**src/rtl/ex_alu_stage.sv**
```systemverilog
// Execute-stage ALU and EX/MEM pipeline register of the MIPS core, with a combinational forwarding tap.
// Optional build macro ALU_OVF_TRAP_EN: a valid signed overflow raises o_ovf_trap and suppresses writeback.
module ex_alu_stage #(
  parameter int DATA_W = 32,
  parameter int REG_W  = 5
) (
  input  logic              i_clk,
  input  logic              i_rst,
  input  logic [3:0]        i_aluconf,
  input  logic              i_sign,
  input  logic [DATA_W-1:0] i_a,
  input  logic [DATA_W-1:0] i_b,
  input  logic [REG_W-1:0]  i_shamt,
  input  logic              i_valid,
  input  logic [REG_W-1:0]  i_rd,
  input  logic              i_regwrite,
  input  logic              i_memread,
  input  logic              i_memwrite,
  input  logic [DATA_W-1:0] i_store_data,
  input  logic              i_stall,
  input  logic              i_flush,
  output logic [DATA_W-1:0] o_fwd_result,
  output logic [DATA_W-1:0] o_result,
  output logic              o_zero,
  output logic              o_valid,
  output logic [REG_W-1:0]  o_rd,
  output logic              o_regwrite,
  output logic              o_memread,
  output logic              o_memwrite,
  output logic [DATA_W-1:0] o_store_data,
  output logic              o_ovf_trap
);

  typedef enum logic [3:0] {
    ALU_AND = 4'd0,
    ALU_OR  = 4'd1,
    ALU_ADD = 4'd2,
    ALU_SUB = 4'd3,
    ALU_SLT = 4'd4,
    ALU_NOR = 4'd5,
    ALU_XOR = 4'd6,
    ALU_SLL = 4'd7,
    ALU_SRL = 4'd8,
    ALU_SRA = 4'd9
  } alu_op_e;

  typedef struct packed {
    logic [DATA_W-1:0] result;
    logic              zero;
    logic              valid;
    logic [REG_W-1:0]  rd;
    logic              regwrite;
    logic              memread;
    logic              memwrite;
    logic [DATA_W-1:0] store_data;
    logic              ovf_trap;
  } exmem_t;

  localparam int MSB = DATA_W - 1;

  logic [DATA_W-1:0] sum;
  logic [DATA_W-1:0] diff;
  logic [4:0]        shamt;
  logic              lt;
  logic [DATA_W-1:0] alu_res;
  logic              trap;
  exmem_t            exmem_d;
  exmem_t            exmem_q;

  assign sum   = i_a + i_b;
  assign diff  = i_a - i_b;
  assign shamt = i_shamt[4:0];
  assign lt    = i_sign ? ($signed(i_a) < $signed(i_b)) : (i_a < i_b);

  // NOTE: every always_comb output gets a default first so no path leaves it unassigned and infers a latch.
  always_comb begin
    alu_res = '0;
    case (i_aluconf)
      ALU_AND: alu_res = i_a & i_b;
      ALU_OR:  alu_res = i_a | i_b;
      ALU_ADD: alu_res = sum;
      ALU_SUB: alu_res = diff;
      ALU_SLT: alu_res = {{(DATA_W-1){1'b0}}, lt};
      ALU_NOR: alu_res = ~(i_a | i_b);
      ALU_XOR: alu_res = i_a ^ i_b;
      ALU_SLL: alu_res = i_b << shamt;
      ALU_SRL: alu_res = i_b >> shamt;
      ALU_SRA: alu_res = $signed(i_b) >>> shamt;
      default: alu_res = '0;
    endcase
  end

`ifdef ALU_OVF_TRAP_EN
  logic ovf;

  always_comb begin
    ovf = 1'b0;
    if (i_sign) begin
      if (i_aluconf == ALU_ADD)
        ovf = (i_a[MSB] == i_b[MSB]) && (sum[MSB] != i_a[MSB]);
      else if (i_aluconf == ALU_SUB)
        ovf = (i_a[MSB] != i_b[MSB]) && (diff[MSB] != i_a[MSB]);
    end
  end

  assign trap = ovf & i_valid;
`else
  assign trap = 1'b0;
`endif

  // Enables are qualified by valid so a bubble slot can never write.
  always_comb begin
    exmem_d            = '0;
    exmem_d.result     = alu_res;
    exmem_d.zero       = (alu_res == '0);
    exmem_d.valid      = i_valid;
    exmem_d.rd         = i_rd;
    exmem_d.regwrite   = i_regwrite & i_valid & ~trap;
    exmem_d.memread    = i_memread & i_valid;
    exmem_d.memwrite   = i_memwrite & i_valid;
    exmem_d.store_data = i_store_data;
    exmem_d.ovf_trap   = trap;
  end

  // NOTE: sequential state uses non-blocking assignments so every register samples pre-edge values.
  always_ff @(posedge i_clk) begin
    if (i_rst || i_flush)
      exmem_q <= '0;
    else if (!i_stall)
      exmem_q <= exmem_d;
  end

  assign o_fwd_result = alu_res;
  assign o_result     = exmem_q.result;
  assign o_zero       = exmem_q.zero;
  assign o_valid      = exmem_q.valid;
  assign o_rd         = exmem_q.rd;
  assign o_regwrite   = exmem_q.regwrite;
  assign o_memread    = exmem_q.memread;
  assign o_memwrite   = exmem_q.memwrite;
  assign o_store_data = exmem_q.store_data;
  assign o_ovf_trap   = exmem_q.ovf_trap;

endmodule
```
**config.mk**
```make
export PLATFORM = sky130hd
export DESIGN_NAME = ex_alu_stage
export DESIGN_NICKNAME = d
export VERILOG_FILES = /design/src/rtl/ex_alu_stage.sv
export SDC_FILE = /design/constraint.sdc
export NUM_CORES = 1
export LEC_CHECK = 0
export CELL_PAD_IN_SITES_DETAIL_PLACEMENT = 1
export CELL_PAD_IN_SITES_GLOBAL_PLACEMENT = 1
export CORE_MARGIN = 2
export CORE_UTILIZATION = 35
export DETAILED_ROUTE_END_ITERATION = 10
export PLACE_DENSITY_LB_ADDON = 0.05
export SLEW_MARGIN = 20
export SYNTH_ARGS = -nofsm -noshare
export SYNTH_HDL_FRONTEND = slang
export SYNTH_SLANG_ARGS = --single-unit
```
**constraint.sdc**
```tcl
create_clock -name i_clk -period 4.6 [get_ports i_clk]
set_input_delay 0.92 -clock i_clk [delete_from_list [all_inputs] [get_ports i_clk]]
set_output_delay 0.92 -clock i_clk [all_outputs]
set_load 0.01 [all_outputs]
```
==> summary.txt, run 1 <==
Synth
  • Top-area cell type share of the netlist area: 10.88%
  • Sequential area share after synthesis: a little over a tenth
  • FFs w/ async S/R, synth: 0%
  • Area contributors post-synth: dfxtp_1 (11%), mux2i_1 (9.9%), ha_1 (9.1%)
  • YS warnings: 0
  • FF+latch count, synth: 74
  • Cell Area, Synth: 13610 sq um
  • Syn Inst Count: roughly 1800
  • Post-synth top area cell: dfxtp_1
  • Syn nets: 2069
  • Most common cell in the netlist: nor2_1
  • Mapped Avg Cell Area: 7.363 sq um
  • Post-synth EDFFs: 0
  • Most used DFF post-synth: dfxtp_1
  • Synth cell count leaders: nor2_1 (210), nand2_1 (149), mux2i_1 (134)
  • Netlist cell types: 99

Setup path
  • R2R cell count: 2
  • Worst setup path endpoint: o_fwd_result[31]
  • Worst endpoint required time: ~3700 ps
  • Crit start category: primary input
  • RR Endpoint: o_result[25]
  • R2R setup slack: approximately 3600 ps
  • Crit end category: primary output
  • Max FO, Critical Path: 3
  • Crit Path Class: in2out
  • Worst r2r src: o_result[25]
  • Critical Path Start: i_b[1]
  • WP data arrival: around 3900 ps

Floorplan
  • Num rows: between 70 and 80
  • Die Area: 40490 sq um
  • Die Y: around 200 microns
  • DIE WIDTH: ~200 microns
  • CORE AREA: about 39000 sq um
  • Top Ports: ~230
  • Initial Util: a little over a third

STA
  • Fin crit period: 4769 ps
  • Final setup margin: -168.9 ps
  • Clock skew: 0 ps
  • Fmax: roughly 0.21 GHz
  • Worst-Margin Slew: just under 800 ps
  • Slew Viols, Final: 0
  • Tcrit/Tclk final: 103.7%
  • RSZ-0062 raised after global routing: true
  • Relative slew slack: approximately half
  • Final hold violation count: 0
  • Total negative slack: -784.5 ps
  • Final Setup Violations: 15

Drt
  • Met1 WL: approximately 38000 microns
  • DRC: 0
  • Met2 wire len: between 40000 and 50000 microns
  • Initial DRC count: ~2400
  • Via density: 6.392
  • DR top layer: met5
  • Detailed Routing Iterations Pass 1: 6
  • Vias: 20640
  • Post-DRT Antenna Nets: 0
  • Met3 wire len: ~9700 microns
  • DR WL/cell: around 31 microns
  • WL final: just over 100000 microns

Global routing
  • Total GRT Usage: a little under half
  • Initial antenna violation count: 5
  • Vias in the first global route: 21180
  • Global-route wire length before repair: 139300 microns
  • Largest net degree at the start of global routing: a little over 70
  • Congestion Overflow GR: 0

Final layout
  • Util after Layout: 62.69%
  • Fin nets: a little under 3000
  • Share of post-route cells with drive strength above 1: 47.14%
  • Area Growth Syn to Fin: 77.54%
  • Post-route design area: 24170 sq um

Power and ir drop
  • Clock network fraction of design power: between 10% and 20%
  • Power Dens Cells: around 190 nW/um^2
  • Pleak: approximately 11 nW
  • Sw Pwr: just over 0.002 W
  • Peak supply drop: approximately 0.16 mV
  • Internal: 0.002516 W
  • Combinational power share: slightly below 70%
  • Reg power frac: ~15%
  • Net Sw Frac: ~45%

Run status
  • Violations in the final reports: negative setup slack
  • Status: complete, but fails checks

Clock tree
  • Worst-Skew Late Latency: between 300 and 400 ps
  • CTS Buf Count: 9
  • H-tree depth: 3
  • Clock Tree Buf Depth: 2
  • Clk sinks: 74
  • Clock root cell: clkbuf_16
  • CTS clk-pin slew, worst paths: ~60 ps
  • Hold Buf Count CTS: 0
  • CTS tree: yes

Placed design
  • Number of port buffers: between 200 and 250
  • Place WS: -1362 ps
  • Dpl hpwl: 73610 microns
  • Placed Area: 21120 sq um
  • Final Wtd Congestion: approximately 1.1

Min path
  • Worst hold path type: reg2reg

Flow run
  • Maxcap violations: 0
routing by layer:
metal / up-vias / GRT usage (%)
met5: - / 0
met4: 6 / 23.16
met3: 491 / 9.686
met2: 1455 / 75.68
met1: 10180 / 56.31
li1: 8508 / -
worst min path at each step:
stage | startpoint | to | slack, ps | depth (start not counted)
6_report | o_result[17] | o_result[17] | 510 | 2
3_3_place_gp | o_store_data[21] | o_store_data[21] | 470 | 2
2_1_floorplan | o_zero | o_zero | 520 | 2
5_1_grt | o_zero | o_zero | 540 | 2
4_1_cts | o_result[25] | o_result[25] | 510 | 2
3_5_place_dp | o_result[27] | o_result[27] | 480 | 2
worst max-delay path: stages:
cell,delay [ps]
buf_8,90
inv_6,40
ha_4,280
nor2_4,40
o311ai_4,360
a32oi_4,220
a311oi_4,490
a211oi_4,150
o21a_1,220
o21ai_2,170
nand2_1,80
o41a_1,420
o22ai_2,190
buf_2,170
power groups by stage:
stage          combinational [W]  sequential, W  clock (W)
2_1_floorplan            0.00112       0.000698          0
3_3_place_gp             0.00244       0.000687          0
3_5_place_dp             0.00250       0.000690          0
4_1_cts                  0.00278       0.000676   0.000760
5_1_grt                  0.00321       0.000679   0.000794
6_report                 0.00313       0.000677   0.000756
timing repair:
item / CTS / global route
cloned: 0 / 1
pin swaps: 103 / 92
buffers inserted: 82 / 27
setup endpoints to repair: 33 / 31
resized for setup: 557 / 200
state kept, by name, indices dropped and copies added, names as in the netlist:
register,flops
o_zero,1
o_memread,1
o_result,32
o_rd,5
o_valid,1
o_memwrite,1
o_store_data,32
o_regwrite,1
per-stage QoR:
| step | total power, W | hold WS [ps] | instances |
|---|---|---|---|
| 2_1_floorplan | 0.001818 | 521.0 | 1849 |
| 3_3_place_gp | 0.003125 | 472.3 | 3110 |
| 3_5_place_dp | 0.003189 | 484.9 | 3110 |
| 4_1_cts | 0.004219 | 508.1 | 3200 |
| 5_1_grt | 0.004682 | 539.7 | 3228 |
| 6_report | 0.004563 | 505.1 | 3229 |
cell families after synthesis:
logic type | count (synthesis) | synth area share, %
AO/OA/AOI/OAI | 534 | 27.41
XOR/XNOR | 45 | 2.895
adder cells (fa/ha/maj) | 101 | 9.393
buffers and inverters | 302 | 10.20
flip-flops | 74 | 10.88
multiplexers | 203 | 18.79
other | 1 | 0.02754
AND/OR/NAND/NOR | 589 | 20.41
cell type report:
cell class,instances,area [sq um]
Multi-Input combinational cell,1473,12730
Tap cell,518,648.1
Antenna cell,2,5.005
Clock buffer,9,225.2
Clock inverter,7,76.32
Fill cell,4590,14390
Sequential cell,74,1481
Timing Repair Buffer,1035,8551
Inverter,111,456.7
cell usage in the layout, fill, tap and decap left out, drive strengths merged, types with 19 or more instances in the layout:
| cell type | count |
|---|---|
| buf | 860 |
| nor3 | 43 |
| a21oi | 124 |
| mux4 | 38 |
| mux2i | 134 |
| xnor2 | 35 |
| o211ai | 39 |
| o21ai | 85 |
| nor2 | 211 |
| mux2 | 31 |
| clkbuf | 26 |
| nand2 | 149 |
| nand2b | 19 |
| dfxtp | 74 |
| nor4 | 24 |
| inv | 112 |
| clkdlybuf4s50 | 129 |
| ha | 99 |
| nand3 | 42 |
| a22oi | 33 |
No activity file was read; power rests on OpenSTA's default activity.
==> inputs of run 2 (changes only) <==
--- a/config.mk
+++ b/config.mk
@@ -5,13 +5,13 @@
 export SDC_FILE = /design/constraint.sdc
 export NUM_CORES = 1
 export LEC_CHECK = 0
+export ABC_AREA = 1
 export CELL_PAD_IN_SITES_DETAIL_PLACEMENT = 1
 export CELL_PAD_IN_SITES_GLOBAL_PLACEMENT = 1
 export CORE_MARGIN = 2
-export CORE_UTILIZATION = 35
+export CORE_UTILIZATION = 33
 export DETAILED_ROUTE_END_ITERATION = 10
 export PLACE_DENSITY_LB_ADDON = 0.05
-export SLEW_MARGIN = 20
 export SYNTH_ARGS = -nofsm -noshare
 export SYNTH_HDL_FRONTEND = slang
 export SYNTH_SLANG_ARGS = --single-unit
==> summary.txt, run 2 <==
Final layout
  • Share of post-route cells with drive strength above 1: 24.17% (was 47.14%)
  • Post-route design area: 20060 sq um (was 24170 sq um)
  • Util after Layout: 50.73% (was 62.69%)
  • Commonest cells after routing, fill and taps aside: nand2_1 (707), buf_4 (469), nand3_1 (463), inv_1 (272), nor2_1 (197) (was buf_4 (747), nor2_1 (193), nand2_1 (144), mux2i_1 (129), clkdlybuf4s50_1 (129))
  • Area Growth Syn to Fin: 52.22% (was 77.54%)
  • Fin nets: 3269 (was 2924)
  • Filler instances: 5494 (was 4590)
  • Leading cell type in the layout, fill and taps excluded: nand2_1 (was buf_4)

Synth
  • Most used DFF post-synth: dfxtp_1 (unchanged)
  • Top-area cell type share of the netlist area: 21.16% (was 10.88%)
  • Mapped Avg Cell Area: 5.334 sq um (was 7.363 sq um)
  • Post-synth top area cell: nand2_1 (was dfxtp_1)
  • Most common cell in the netlist: nand2_1 (was nor2_1)
  • FFs w/ async S/R, synth: 0% (unchanged)
  • Syn Inst Count: 2471 (was 1849)
  • Synth cell count leaders: nand2_1 (743), nand3_1 (486), inv_1 (286) (was nor2_1 (210), nand2_1 (149), mux2i_1 (134))
  • Cell Area, Synth: 13180 sq um (was 13610 sq um)
  • Post-synth EDFFs: 0 (unchanged)
  • Sequential area share after synthesis: 11.24% (was 10.88%)
  • YS warnings: 0 (unchanged)
  • FF+latch count, synth: 74 (unchanged)
  • Netlist cell types: 52 (was 99)
  • Syn nets: 2691 (was 2069)
  • Area contributors post-synth: nand2_1 (21%), nand3_1 (18%), dfxtp_1 (11%) (was dfxtp_1 (11%), mux2i_1 (9.9%), ha_1 (9.1%))

Setup path
  • RR Endpoint: o_result[3] (was o_result[25])
  • Slowest stage delay, CP: 630 ps (was 490 ps)
  • Critical Path Stages: 12 (was 14)
  • Worst path bufs/invs: 6 (was 3)
  • Max FO, Critical Path: 5 (was 3)
  • CP cell instances: clkdlybuf4s50_1 > inv_1 > ha_1 > inv_2 > o211ai_1 > nor3_1 > buf_4 > nand3_1 > a21oi_1 > buf_4 > nand3_1 > dlygate4sd2_1 (was buf_8 > inv_6 > ha_4 > nor2_4 > o311ai_4 > a32oi_4 > a311oi_4 > a211oi_4 > o21a_1 > o21ai_2 > nand2_1 > o41a_1 > o22ai_2 > buf_2)
  • R2R cell count: 4 (was 2)
  • Crit-path leading delay family: buffers and inverters (was compound AO/OA/AOI/OAI gates)
  • WP data arrival: 3630 ps (was 3850 ps)
  • Crit end category: primary output (unchanged)
  • Crit start category: primary input (unchanged)
  • Worst r2r src: o_result[3] (was o_result[25])
  • Worst endpoint required time: 3680 ps (about the same)
  • Crit Path Class: in2out (unchanged)
  • Critical Path Slowest Stage Cell: clkdlybuf4s50_1 (was a311oi_4)
  • R2R setup slack: 3690 ps (was 3570 ps)

Global routing
  • Global-route wire length before repair: 120900 microns (was 139300 microns)
  • Vias in the first global route: 20180 (was 21180)
  • Total GRT Usage: 38.55% (was 45.80%)
  • Initial antenna violation count: 0 (was 5)
  • Largest net degree at the start of global routing: 65 (was 72)
  • Congestion Overflow GR: 0 (unchanged)

STA
  • Fmax: 0.2199 GHz (was 0.2097 GHz)
  • Final Setup Violations: 0 (was 15)
  • Tcrit/Tclk final: 98.87% (was 103.7%)
  • Slew Viols, Final: 0 (unchanged)
  • Final hold violation count: 0 (unchanged)
  • RSZ-0062 raised after global routing: true (unchanged)
  • Worst-Margin Slew: 669.2 ps (was 777.2 ps)
  • Relative slew slack: 55.39% (was 48.19%)
  • Fin crit period: 4548 ps (was 4769 ps)
  • Clock skew: 0 ps (unchanged)

Flow run
  • Maxcap violations: 0 (unchanged)

Run status
  • Status: finished, final reports clean (was complete, but fails checks)

Placed design
  • Number of port buffers: 224 (unchanged)
  • Placed Area: 18870 sq um (was 21120 sq um)
  • Dpl hpwl: 68490 microns (was 73610 microns)
  • Final Wtd Congestion: 1.053 (was 1.087)

Power and ir drop
  • Combinational power share: 61.8% (was 68.6%)
  • Peak supply drop: 0.1708 mV (was 0.1599 mV)
  • Internal: 0.002035 W (was 0.002516 W)
  • Power Dens Cells: 184.7 nW/um^2 (was 188.8 nW/um^2)
  • Reg power frac: 18.3% (was 14.8%)
  • Net Sw Frac: 45.09% (was 44.85%)
  • Clock network fraction of design power: 19.9% (was 16.6%)
  • Sw Pwr: 0.001671 W (was 0.002046 W)
  • Pleak: 10.47 nW (was 10.82 nW)

Floorplan
  • Top Ports: 226 (unchanged)
  • DIE WIDTH: 203.9 microns (was 201.2 microns)
  • Die Area: 41550 sq um (was 40490 sq um)
  • CORE AREA: 39550 sq um (was 38560 sq um)
  • Num rows: 73 (was 72)
  • Die Y: 203.9 microns (was 201.2 microns)
  • Initial Util: 33.33% (was 35.31%)

Drt
  • DRC: 0 (unchanged)
  • DR WL/cell: 22.91 microns (was 31.30 microns)
  • Vias: 19540 (was 20640)
  • Post-DRT Antenna Nets: 0 (unchanged)
  • Detailed Routing Iterations Pass 1: 5 (was 6)
  • WL final: 82050 microns (was 101100 microns)
  • Initial DRC count: 1624 (was 2383)
  • Via density: 5.456 (was 6.392)

Min path
  • HP Start: o_store_data[25] (was o_result[17])
  • Worst hold path type: reg2reg (unchanged)
  • Hold endpoint: o_store_data[25] (was o_result[17])
  • Min-Delay Path Depth: 2 (unchanged)

Clock tree
  • CTS Buf Count: 9 (unchanged)
  • Clock root cell: clkbuf_16 (unchanged)
  • Clock Tree Buf Depth: 2 (unchanged)
  • H-tree depth: 3 (unchanged)
  • CTS tree: yes (unchanged)
  • Worst-Skew Late Latency: 340 ps (was 360 ps)
  • Hold Buf Count CTS: 0 (unchanged)
  • CTS clk-pin slew, worst paths: 70 ps (was 60 ps)
  • Clk sinks: 74 (unchanged)
-- run 2: changes by cell type after synthesis, sizes merged, moves of 54 or more --
cell	change
nand2	+621
nand3	+452
inv	+191
mux2i	-134
clkbuf	-54
-- run 2: power by group through the flow --
stage | combinational (W) | clock [W] | sequential (W)
global route | 0.00244 | 0.000776 | 0.000679
finish | 0.00229 | 0.000738 | 0.000677
detailed placement | 0.00210 | 0 | 0.000691
floorplan | 0.000985 | 0 | 0.000700
CTS | 0.00219 | 0.000751 | 0.000677
global placement | 0.00207 | 0 | 0.000689
-- run 2: how the worst max path moves through the flow --
| stage | from | end | slack (ps) |
|---|---|---|---|
| global placement | i_b[11] | o_fwd_result[13] | -450 |
| global route | i_b[2] | o_fwd_result[18] | -40 |
| finish | i_a[28] | o_fwd_result[28] | 50 |
| floorplan | i_a[0] | o_fwd_result[18] | 1050 |
| CTS | i_a[21] | o_fwd_result[22] | 20 |
| detailed placement | i_a[0] | o_fwd_result[0] | -510 |
-- run 2: kinds of logic (layout without fill, tap and decap cells) --
family	after synthesis	count (layout)	share of synthesized area, %
and+or+nand+nor	1578	1578	52.41
buffers and inverters	447	1030	15.16
AOI/OAI and AO/OA	269	269	11.39
adders and majority gates	101	101	9.702
DFF	74	74	11.24
other	1	3	0.02845
xor gates and xnor gates	1	1	0.06646
-- run 2: metal layers --
metal	global-route usage (%)	vias to the layer above	part of all wire [%]
li1	-	9131	-
met3	6.776	179	7.9
met1	49.76	9468	42
met4	15.51	0	4.9
met5	0	-	0
met2	63.41	760	45
-- run 2: through the flow --
step / setup TNS, ps / hold WS (ps) / std cells / setup slack (ps) / total power (W)
finish: 0 / 459.8 / 3581 / 51.92 / 0.003706
global route: -91.94 / 486.0 / 3579 / -36.04 / 0.003896
CTS: 0 / 466.1 / 3571 / 15.72 / 0.003613
detailed placement: -11660 / 456.8 / 3540 / -511.5 / 0.002792
global placement: -9548 / 444.7 / 3540 / -449.0 / 0.002754
floorplan: 0 / 480.5 / 2471 / 1054 / 0.001685
-- run 2: repair_timing --
item / in CTS / in global routing
pin swaps: 20 / 26
buffers inserted: 15 / 8
gates resized for setup: 169 / 88
endpoints found under the setup margin: 31 / 31
endpoints found under the hold margin: 0 / 0
-- run 2: cell type report --
class | instances | area [sq um] | share of cell area [%]
inverter | 301 | 1132 | 5.644
clock buffer | 9 | 225.2 | 1.123
clock inverter | 7 | 82.58 | 0.4116
multi-input combinational | 1950 | 10440 | 52.02
tap | 525 | 656.9 | 3.274
antenna | 2 | 5.005 | 0.02495
timing repair buffer | 713 | 6042 | 30.12
sequential | 74 | 1481 | 7.384
-- run 2: worst register-to-register path, cell delays in order (launching register included) --
cell     delay [ps]
dfxtp_1         340
nor2_1           60
nor2_1          220
o21ai_0         160
inv_1            80
==> inputs of run 3 (changes only) <==
--- a/config.mk
+++ b/config.mk
@@ -6,11 +6,13 @@
 export NUM_CORES = 1
 export LEC_CHECK = 0
 export ABC_AREA = 1
+export CAP_MARGIN = 10
 export CELL_PAD_IN_SITES_DETAIL_PLACEMENT = 1
 export CELL_PAD_IN_SITES_GLOBAL_PLACEMENT = 1
 export CORE_MARGIN = 2
-export CORE_UTILIZATION = 33
+export CORE_UTILIZATION = 35
 export DETAILED_ROUTE_END_ITERATION = 10
+export MAX_ROUTING_LAYER = met4
 export PLACE_DENSITY_LB_ADDON = 0.05
 export SYNTH_ARGS = -nofsm -noshare
 export SYNTH_HDL_FRONTEND = slang
==> constraint.sdc (replaced) <==
create_clock -name i_clk -period 4.7 [get_ports i_clk]
set_input_delay 0.94 -clock i_clk [delete_from_list [all_inputs] [get_ports i_clk]]
set_output_delay 0.94 -clock i_clk [all_outputs]
set_load 0.01 [all_outputs]
==> summary.txt, run 3 (synthesis results as in run 2) <==
Final layout
  • Area Growth Syn to Fin: 48.17% (was 52.22%)
  • Fin nets: 3211 (was 3269)
  • Leading cell type in the layout, fill and taps excluded: nand2_1 (unchanged)
  • Final cell count without fillers: 3510 (was 3581)
  • Commonest cells after routing, fill and taps aside: nand2_1 (713), nand3_1 (469), buf_4 (415), inv_1 (277), nor2_1 (207) (was nand2_1 (707), buf_4 (469), nand3_1 (463), inv_1 (272), nor2_1 (197))
  • Util after Layout: 52.22% (was 50.73%)
  • Share of post-route cells with drive strength above 1: 21.66% (was 24.17%)
  • Filler instances: 5271 (was 5494)

Clock tree
  • H-tree depth: 3 (unchanged)
  • Clk sinks: 74 (unchanged)
  • Clock root cell: clkbuf_16 (unchanged)
  • CTS tree: yes (unchanged)
  • CTS Buf Count: 9 (unchanged)
  • CTS clk-pin slew, worst paths: 60 ps (was 70 ps)
  • Worst-Skew Late Latency: 350 ps (was 340 ps)
  • Hold Buf Count CTS: 0 (unchanged)
  • Clock Tree Buf Depth: 2 (unchanged)

STA
  • Slew Viols, Final: 0 (unchanged)
  • Total negative slack: 0 ps (unchanged)
  • Final hold violation count: 0 (unchanged)
  • RSZ-0062 raised after global routing: true (unchanged)
  • Relative slew slack: 37.82% (was 55.39%)
  • Final setup margin: 32.74 ps (was 51.92 ps)
  • Worst-Margin Slew: 931.7 ps (was 669.2 ps)
  • Final Setup Violations: 0 (unchanged)
  • Tcrit/Tclk final: between 90% and 100%
  • Fin crit period: ~4700 ps
  • Clock skew: 0 ps (unchanged)
  • Minimum hold slack: 467.8 ps (was 459.8 ps)
  • Fmax: 0.2143 GHz

Setup path
  • Crit-path leading delay family: buffers and inverters (unchanged)
  • Crit start category: primary input (unchanged)
  • R2R cell count: 4 (unchanged)
  • CP cell instances: clkdlybuf4s50_1 > buf_4 > inv_1 > ha_4 > nand2_1 > nand2_1 > a21oi_2 > buf_4 > nor2_1 > nor2_1 > nand3_1 > nand3_1 > nand3b_1 > nor2_2 > inv_1 > dlygate4sd2_1 (was clkdlybuf4s50_1 > inv_1 > ha_1 > inv_2 > o211ai_1 > nor3_1 > buf_4 > nand3_1 > a21oi_1 > buf_4 > nand3_1 > dlygate4sd2_1)
  • Worst r2r src: o_result[4] (was o_result[3])
  • Worst setup path endpoint: o_fwd_result[18] (was o_fwd_result[28])
  • Critical Path Stages: 16 (was 12)
  • Slowest stage delay, CP: 460 ps (was 630 ps)
  • Max FO, Critical Path: 8 (was 5)
  • Worst path bufs/invs: 6 (unchanged)
  • Critical Path Slowest Stage Cell: clkdlybuf4s50_1 (unchanged)
  • Crit end category: primary output (unchanged)
  • R2R setup slack: 3790 ps (was 3690 ps)
  • Crit Path Class: in2out (unchanged)
  • RR Endpoint: o_result[4] (was o_result[3])
  • WP data arrival: 3730 ps (was 3630 ps)
  • Critical Path Start: i_b[13] (was i_a[28])
  • Worst endpoint required time: 3760 ps (was 3680 ps)

Global routing
  • Initial antenna violation count: 1 (was 0)
  • Congestion Overflow GR: 0 (unchanged)
  • Grt met2 use: 67.68% (was 63.41%)
  • Vias in the first global route: 19710 (was 20180)
  • Gr busiest metal: met2 (unchanged)
  • Global-route wire length before repair: 119300 microns (was 120900 microns)
  • Largest net degree at the start of global routing: 68 (was 65)
  • Routing usage on met3: 6.251% (was 6.776%)
  • Total GRT Usage: 41.75% (was 38.55%)
  • Met1 Track Usage GR: 52.83% (was 49.76%)

Flow run
  • Maxcap violations: 0 (unchanged)

Drt
  • Vias: 19680 (was 19540)
  • Initial DRC count: 1744 (was 1624)
  • Via density: 5.608 (was 5.456)
  • Post-DRT Antenna Nets: 0 (unchanged)
  • WL final: 81700 microns (was 82050 microns)
  • DR WL/cell: 23.28 microns (was 22.91 microns)
  • Detailed Routing Iterations Pass 1: 5 (unchanged)
  • DRC: 0 (unchanged)

Power and ir drop
  • Power Dens Cells: 183.4 nW/um^2 (was 184.7 nW/um^2)
  • Pleak: 10.23 nW (was 10.47 nW)
  • Peak supply drop: 0.1795 mV (was 0.1708 mV)

Floorplan
  • Die Area: 39230 sq um (was 41550 sq um)
  • Die Y: 198.1 microns (was 203.9 microns)
  • Initial Util: 35.24% (was 33.33%)
  • DIE WIDTH: 198.1 microns (was 203.9 microns)
  • CORE AREA: 37400 sq um (was 39550 sq um)
  • Num rows: 71 (was 73)
  • Top Ports: 226 (unchanged)

Placed design
  • Dpl hpwl: 67840 microns (was 68490 microns)
  • Number of port buffers: 224 (unchanged)
  • Placed Cells: 3478 (was 3540)
  • Place WS: -470.5 ps (was -511.5 ps)
  • Final Wtd Congestion: 1.043 (was 1.053)

Run status
  • Status: finished, final reports clean (unchanged)

Min path
  • Worst hold path type: reg2reg (unchanged)
run 3: cell count changes in the layout (fill, tap and decap cells not counted), moves of 6 or more:
cell	previous run	this run
nor2_1	197	207
dlygate4sd2_1	38	26
clkdlybuf4s50_1	169	177
nor2_2	39	29
nand2_2	51	43
buf_4	469	415
nand3_1	463	469
nand2_1	707	713
run 3: worst min-delay path by stage:
stage                           startpoint          endpoint  slack (ps)  cells past startpoint
after floorplan           o_store_data[25]  o_store_data[25]         480                      2
after global placement    o_store_data[25]  o_store_data[25]         440                      2
after detailed placement  o_store_data[28]  o_store_data[28]         460                      2
after CTS                 o_store_data[20]  o_store_data[20]         470                      2
after global routing       o_store_data[0]   o_store_data[0]         490                      2
final                           o_regwrite        o_regwrite         470                      2
run 3: stage by stage:
step,total power [W],instance area [sq um]
2_1_floorplan,0.001649,13180
3_3_place_gp,0.002645,18500
3_5_place_dp,0.002698,18500
4_1_cts,0.003482,19230
5_1_grt,0.003746,19520
6_report,0.003581,19530
run 3: power breakdown:
group / total (W) / switching (W) / leakage [nW] / internal [W]
Sequential: 0.000663 / 0.0000129 / 0.603 / 0.000650
Clock: 0.000728 / 0.000298 / 0.151 / 0.000430
Combinational: 0.00219 / 0.00131 / 9.47 / 0.000883
Total: 0.00358 / 0.00162 / 10.2 / 0.00196
run 3: layer usage:
layer	up-vias	part of all wire [%]
li1	9011	-
met1	9611	42
met2	882	46
met3	179	8.0
met4	0	4.1
met5	-	0
run 3: layout make-up:
cell class / count / area, sq um / share of cell area [%]
Timing Repair Buffer: 655 / 5618 / 28.77
Sequential cell: 74 / 1481 / 7.586
Inverter: 301 / 1135 / 5.811
Antenna cell: 3 / 7.507 / 0.03844
Clock buffer: 11 / 242.7 / 1.243
Clock inverter: 5 / 61.31 / 0.3139
Multi-Input combinational cell: 1950 / 10340 / 52.97
Tap cell: 511 / 639.4 / 3.274
run 3: worst reg2reg max path, stage by stage (launching register included):
cell	delay, ps
dfxtp_1	350
nor2_1	70
nor2_1	220
o21ai_0	150
inv_1	70
run 3: timing repair:
item,4_1_cts,5_1_grt
resized for setup,138,78
endpoints found under the setup margin,31,30
hold endpoints to repair,0,0
setup buffers,4,9
pin swaps,10,13
